===== config.mk =====
export PLATFORM = sky130hd
export DESIGN_NAME = hazard_ctrl
export DESIGN_NICKNAME = d
export VERILOG_FILES = /design/src/rtl/hazard_ctrl.sv
export SDC_FILE = /design/constraint.sdc
export NUM_CORES = 1
export LEC_CHECK = 0
export BUFFER_PORTS_ARGS = -buffer_cell sky130_fd_sc_hd__buf_2
export CAP_MARGIN = 10
export CORE_MARGIN = 2
export CORE_UTILIZATION = 35
export CTS_CLUSTER_DIAMETER = 80
export DETAILED_ROUTE_END_ITERATION = 16
export PLACE_DENSITY = 0.65
export SYNTH_ARGS = -nofsm -noshare
export SYNTH_HDL_FRONTEND = slang
export SYNTH_SLANG_ARGS = --single-unit

===== constraint.sdc =====
create_clock -name clock -period 3.6 [get_ports clock]
set_input_delay 0.18 -clock clock [delete_from_list [all_inputs] [get_ports clock]]
set_output_delay 0.18 -clock clock [all_outputs]
set_load 0.01 [all_outputs]

===== src/rtl/hazard_ctrl.sv =====
// Hazard and forwarding control for the five-stage pipeline.
// A three-deep scoreboard (EX, MEM, WB) records the writes in flight. It is
// compared against the ID sources to produce stall/bubble, branch flush and
// operand forward selects. A down-counter tracks HI/LO unit occupancy.
module hazard_ctrl #(
    parameter int unsigned MULDIV_CYCLES = 32
) (
    input  logic       clock,
    input  logic       reset,
    input  logic       id_valid,
    input  logic [4:0] id_addra,
    input  logic [4:0] id_addrb,
    input  logic       id_usea,
    input  logic       id_useb,
    input  logic       id_isbranch,
    input  logic       id_brtaken,
    input  logic       id_writereg,
    input  logic [4:0] id_regdest,
    input  logic       id_readmem,
    input  logic       id_mdstart,
    input  logic       id_mdread,
    output logic       hz_stall_pc,
    output logic       hz_stall_ifid,
    output logic       hz_bubble_ex,
    output logic       hz_flush_ifid,
    output logic [1:0] hz_fwda,
    output logic [1:0] hz_fwdb,
    output logic       hz_mdbusy
);

    localparam int unsigned CntW = $clog2(MULDIV_CYCLES + 1);
    localparam logic [CntW-1:0] MdLoad = CntW'(MULDIV_CYCLES);

    typedef struct packed {
        logic       valid;
        logic [4:0] dest;
        logic       isload;
    } sb_entry_t;

    sb_entry_t ex_q, mem_q, wb_q;
    sb_entry_t new_entry;
    logic [CntW-1:0] mdcnt_q;

    logic a_ex, b_ex, a_mem, b_mem, a_wb, b_wb;
    logic load_use, br_haz, md_haz, stall;

    // $0 is hardwired, so it never takes part in a dependency.
    function automatic logic src_match(logic use_src, logic [4:0] src, sb_entry_t e);
        return use_src && (src != 5'd0) && e.valid && (e.dest == src);
    endfunction

    // MEM beats WB; a load sitting in MEM has no result to forward yet.
    function automatic logic [1:0] fwd_sel(logic m_mem, logic m_wb, logic mem_isload);
        logic [1:0] sel;
        sel = 2'b00;
        if (m_mem && !mem_isload) begin
            sel = 2'b01;
        end else if (m_wb) begin
            sel = 2'b10;
        end
        return sel;
    endfunction

    assign hz_mdbusy = (mdcnt_q != '0);

    // Source/scoreboard matches and the combined stall decision.
    always_comb begin
        a_ex     = src_match(id_usea, id_addra, ex_q);
        b_ex     = src_match(id_useb, id_addrb, ex_q);
        a_mem    = src_match(id_usea, id_addra, mem_q);
        b_mem    = src_match(id_useb, id_addrb, mem_q);
        a_wb     = src_match(id_usea, id_addra, wb_q);
        b_wb     = src_match(id_useb, id_addrb, wb_q);
        load_use = (a_ex | b_ex) & ex_q.isload;
        // Branches compare in ID, so they also wait for ALU results still in EX.
        br_haz   = id_isbranch & ((a_ex | b_ex) | ((a_mem | b_mem) & mem_q.isload));
        md_haz   = (id_mdread | id_mdstart) & hz_mdbusy;
        stall    = id_valid & (load_use | br_haz | md_haz);
    end

    // Stall, flush and forward outputs.
    always_comb begin
        hz_stall_pc   = stall;
        hz_stall_ifid = stall;
        hz_bubble_ex  = stall;
        hz_flush_ifid = id_valid & id_isbranch & id_brtaken & ~stall;
        hz_fwda       = fwd_sel(a_mem, a_wb, mem_q.isload);
        hz_fwdb       = fwd_sel(b_mem, b_wb, mem_q.isload);
    end

    // Entry for the instruction leaving ID; a stall inserts a bubble.
    always_comb begin
        new_entry.valid  = id_valid & id_writereg & (id_regdest != 5'd0) & ~stall;
        new_entry.dest   = id_regdest;
        new_entry.isload = id_readmem;
    end

    // Scoreboard shifts every cycle.
    always_ff @(posedge clock or posedge reset) begin
        if (reset) begin
            ex_q  <= '0;
            mem_q <= '0;
            wb_q  <= '0;
        end else begin
            ex_q  <= new_entry;
            mem_q <= ex_q;
            wb_q  <= mem_q;
        end
    end

    // HI/LO occupancy counter: load on an accepted start, else count down to 0.
    always_ff @(posedge clock or posedge reset) begin
        if (reset) begin
            mdcnt_q <= '0;
        end else if (id_valid && id_mdstart && !stall) begin
            mdcnt_q <= MdLoad;
        end else if (mdcnt_q != '0) begin
            mdcnt_q <= mdcnt_q - CntW'(1);
        end
    end

endmodule


### Word-level counts from Yosys, hierarchy flattened

Cells that the tools add are included.

| word-level totals | value |
|---|---|
| register bits | 26 |
| output and inout bits | 9 |
| bits of input ports | 26 |

| cells by class | value |
|---|---|
| eq/ne operators | 6 |
| muxes and demuxes | 6 |
| bitwise operators | 18 |
| reductions and logical operators | 25 |
| add/subtract/negate cells | 1 |

Operators with widths:

| cell | count |
|---|---|
| 5-bit == test | 6 |
| 1-bit logical AND | 18 |
| 5-bit nonzero test | 3 |
| 6-bit two-way mux | 2 |
| 1-bit bitwise AND | 11 |
| 2-bit two-way mux | 4 |
| 1-bit OR | 6 |
| 6-bit nonzero test | 1 |
| 6-bit by 1-bit subtractor with 6-bit output, second input constant | 1 |
| 1-bit logical NOT | 2 |
| 2-bit nonzero test | 1 |
| 1-bit inverter | 1 |

### Depth between registers and ports, before layout

| depth | value |
|---|---|
| word-level depth | 14 |
| gate-level depth with buffers | 7 |
| mapped depth without buffers | 7 |

### Worst setup path before layout

Ideal clock, no wire load.

| timing path | value |
|---|---|
| path type | register to output |
| start | register mdcnt_q[0] |
| end | output hz_stall_ifid |
| slack | 1.506 ns |
| stages on the path, launching flop included | 8 |
| arrival time | 1.914 ns |
| buffers on the path | 1 |
| cells stage by stage | dfrtp_1 > inv_1 > ha_1 > nand2b_1 > nor4_1 > o21bai_1 > a21o_1 > buf_4 |

| between the ends | value |
|---|---|
| longest elaborated chain between the ends | 4 |

Ends and longest elaborated chain:

| what | RTL line | RTL |
|---|---|---|
| from (decl) | 42 | `logic [CntW-1:0] mdcnt_q;` |
| from (signal assigned) | 116 | `mdcnt_q <= MdLoad;` |
| from (signal assigned) | 118 | `mdcnt_q <= mdcnt_q - CntW'(1);` |
| 6-bit nonzero test | 64 | `assign hz_mdbusy = (mdcnt_q != '0);` |
| 1-bit bitwise AND | 77 | `md_haz = (id_mdread \| id_mdstart) & hz_mdbusy;` |
| 1-bit OR | 78 | `stall = id_valid & (load_use \| br_haz \| md_haz);` |
| 1-bit bitwise AND | 78 |  |
| to (decl) | 23 | `output logic hz_stall_ifid,` |

Every way passes these cells.

### Final worst setup path

| timing path | value |
|---|---|
| start | register ex_q[1] in the netlist's numbering |
| end | output hz_stall_ifid |

| between the ends | value |
|---|---|
| longest elaborated chain between the ends | 8 |

Ends and longest elaborated chain:

| what | RTL line | RTL |
|---|---|---|
| from (decl) | 40 | `sb_entry_t ex_q, mem_q, wb_q;` |
| from (signal assigned) | 105 | `ex_q <= new_entry;` |
| 5-bit == test | 49 | `return use_src && (src != 5'd0) && e.valid && (e.dest == src);` |
| 1-bit logical AND | 49 |  |
| 1-bit OR (*) | 74, 76 |  |
| 1-bit OR | 76 | `br_haz = id_isbranch & ((a_ex \| b_ex) \| ((a_mem \| b_mem) & mem_q.isload));` |
| 1-bit bitwise AND | 76 |  |
| 1-bit OR (*) (2 in a row) | 78 |  |
| 1-bit bitwise AND (*) | 78 |  |

Mark *: on every way between the ends. The rest lies on a longest branch, timed or not.

==> impl_metrics.csv <==
group,metric,value,unit
status,status,"finished clean",
global_routing,grt_use_met1,18.7,%
cells_and_area,final_core_util,43.5,%
floorplanning,fp.coreArea,0.00361,mm^2
sta,hold_viol,0,
drt,vias,1001,
global_routing,grt_max_degree,27,
clocking,htreeDepth,1,
place,numPortBuffers,34,
floorplanning,rows,22,
sta,setup_violations,0,
setup_path,critPathRequiredTime,3.42,ns
sta,slew_headroom,36.5,%
setup_path,slowest_delay,0.43,ns
synth,yosysUniqueCellTypes,28,
sta,rsz0062_at_grt,"false",
synth,syn_nets,147,
sta,setup_slack,1.24,ns
global_routing,use_met3,1.91,%
floorplanning,dieArea,0.00420,mm^2
cells_and_area,diodes,0,
setup_path,cp-start-kind,"flip-flop",
sta,tightest_slew,0.952,ns
global_routing,antenna_found_initial,0,
pwr,fin_total_pwr,0.754,mW
drt,viasPerCell,4.88,
setup_path,path_class,"reg -> out",
global_routing,met2_usage,25.4,%
clocking,clock_path_buffers,2,
synth,syn-cell-area,0.00129,mm^2
setup_path,cp_max_fo,3,
cells_and_area,area.growth.synth_to_final,21.5,%
synth,ys_seq_area_share,50.3,%
synth,synth_ff_type,"dfrtp_1",
synth,synth.most_common_cell,"dfrtp_1",
pwr,ir_drop,0.245,mV
sta,maxSlewViolCount,0,
floorplanning,initial_core_util,35.8,%
sta,clock-skew-final,0.00970,ns
synth,synthTopCellsByArea,"dfrtp_1, xor2_1, xnor2_1",
sta,period_needed,2.36,ns
drt,first_pass_iters,4,
global_routing,grt_overflow_total,0,
clocking,clock_latency,0.27,ns
drt,drc_errors,0,
drt,drt-total-wl,2.79,mm
synth,synth_common_cells,"dfrtp_1, xor2_1, nor2_1",
sta,fmax,424,MHz
min_path,worstHoldStart,"id_readmem",
cells_and_area,final_nets,185,
floorplanning,die_x,64.8,um
synth,synth_top_area_share,50.3,%
min_path,hp-class,"in -> reg",
drt,antenna_left,0,
drt,drtIter0Drc,19,
setup_path,crit_chain,"xor2_1 -> nor4_1 -> nand4_1 -> a21boi_0 -> o21bai_1 -> a21o_1 -> buf_2",
synth,synthArstFlopShare,100,%
floorplanning,io_pins,35,
pwr,powerDensity,480,mW/mm^2
setup_path,crit_path_start,"ex_q[1]",
clocking,cts.sinks,26,
clocking,tritoncts,"built",
clocking,cts_buffers,3,
setup_path,crit_arrival,2.18,ns
place,place_ws,1.46,ns
sta,hold_ws,0.00985,ns
cells_and_area,drive_gt1_share,26.8,%
place,dp_hpwl,2.28,mm
setup_path,timing.rr.start,"mem_q[2]",
cells_and_area,n_fill_cell,358,
global_routing,grt_pass1_vias,1080,
global_routing,grt_busiest_layer,"met2",
synth,synth_seq_cells,26,
drt,wl_per_cell,13.6,um
clocking,clkTransAtPathRegs,0.09,ns
global_routing,grt_pass1_wl,4.75,mm
floorplanning,die_h,64.8,um
flow_run,cap_violations,0,
setup_path,worst_setup_path_end_kind,"primary output",
clocking,cts_resized,0,
synth,synth_edf_count,0,
global_routing,grt.total_usage,14.5,%
sta,min_period_over_period,65.5,%
synth,synth_area_per_cell,10.8,um^2
clocking,cts_setup_buffers,0,
sta,tns,0,ns
setup_path,critPathSlowestCell,"dfrtp_1",
synth,syn_inst,120,
place,place.gp.congestion,0.771,
clocking,cts-root-buf,"clkbuf_8",
pwr,p_leak,0.724,nW
synth,yosys_warnings,0,
clocking,cts_hold_buf,0,
synth,yosysTopAreaCell,"dfrtp_1",
## through the flow
step / instances / instance area, um^2
after CTS: 205 / 1570
final: 205 / 1570
after global placement: 201 / 1520
after global routing: 205 / 1570
after detailed placement: 201 / 1520
after floorplan: 120 / 1290
## worst max-delay path: cells and delay by family (launching register included)
family,cells,cell delay [ns]
DFF,1,0.43
AOI/OAI and AO/OA,3,0.69
xor gates and xnor gates,1,0.18
and+or+nand+nor,2,0.49
buffers and inverters,1,0.13
## logic make-up (layout without fill, tap and decap cells)
kind of cell	after synthesis	after routing	share of synthesized area, %
AOI/OAI and AO/OA	12	12	5.91
xor gates and xnor gates	31	31	21.0
adders and majority gates	1	1	0.968
buffers and inverters	7	44	2.61
DFF	26	26	50.3
and+or+nand+nor	43	43	19.2
## metal layers
| metal | wire [um] | vias up |
|---|---|---|
| li1 | - | 490 |
| met1 | 1260 | 472 |
| met2 | 1370 | 37 |
| met3 | 146 | 2 |
| met4 | 16 | 0 |
| met5 | 0 | - |
## registers in the layout, summed over array words and instances (netlist names)
name and flops:
mdcnt_q 6, ex_q 7, mem_q 7, wb_q 6
## cells in the final DEF, fill, tap and decap left out, types with 2 or more instances in the layout
| cell type | count |
|---|---|
| nand3_1 | 5 |
| clkbuf_8 | 4 |
| o21ai_0 | 3 |
| nand2b_1 | 2 |
| nand4b_1 | 2 |
| nand2_1 | 3 |
| nand4_1 | 3 |
| a21oi_1 | 3 |
| nor3_1 | 5 |
| buf_2 | 34 |
| xnor2_1 | 7 |
| dfrtp_1 | 26 |
| xor2_1 | 24 |
| nor2_1 | 8 |
| or4_1 | 3 |
| inv_1 | 5 |
| nor4_1 | 7 |
## layout make-up
cell class                 count  area [um^2]  share of cell area (%)
sequential                    26          651                    41.4
timing repair buffer          35          178                    11.3
inverter                       5         18.8                    1.20
clock buffer                   4         55.1                    3.51
multi-input combinational     87          608                    38.7
tap                           48         60.1                    3.82
## worst paths after layout
path,cells past startpoint,endpoint,slack [ns]
worst max-delay path,7,hz_stall_ifid,1.24
worst min-delay path,1,ex_q[0],0.01
worst max register to register,6,mdcnt_q[5],1.66
worst min register to register,0,mem_q[0],0.39
max in group asynchronous,2,wb_q[2],2.90
min in group asynchronous,2,ex_q[2],0.11
## report_power, final
| group | internal, mW | leakage [nW] | switching, mW |
|---|---|---|---|
| clock | 0.0977 | 0.0288 | 0.0874 |
| combinational | 0.0900 | 0.383 | 0.104 |
| sequential | 0.338 | 0.312 | 0.0375 |
Note: power is estimated with default switching activity, not from simulation.
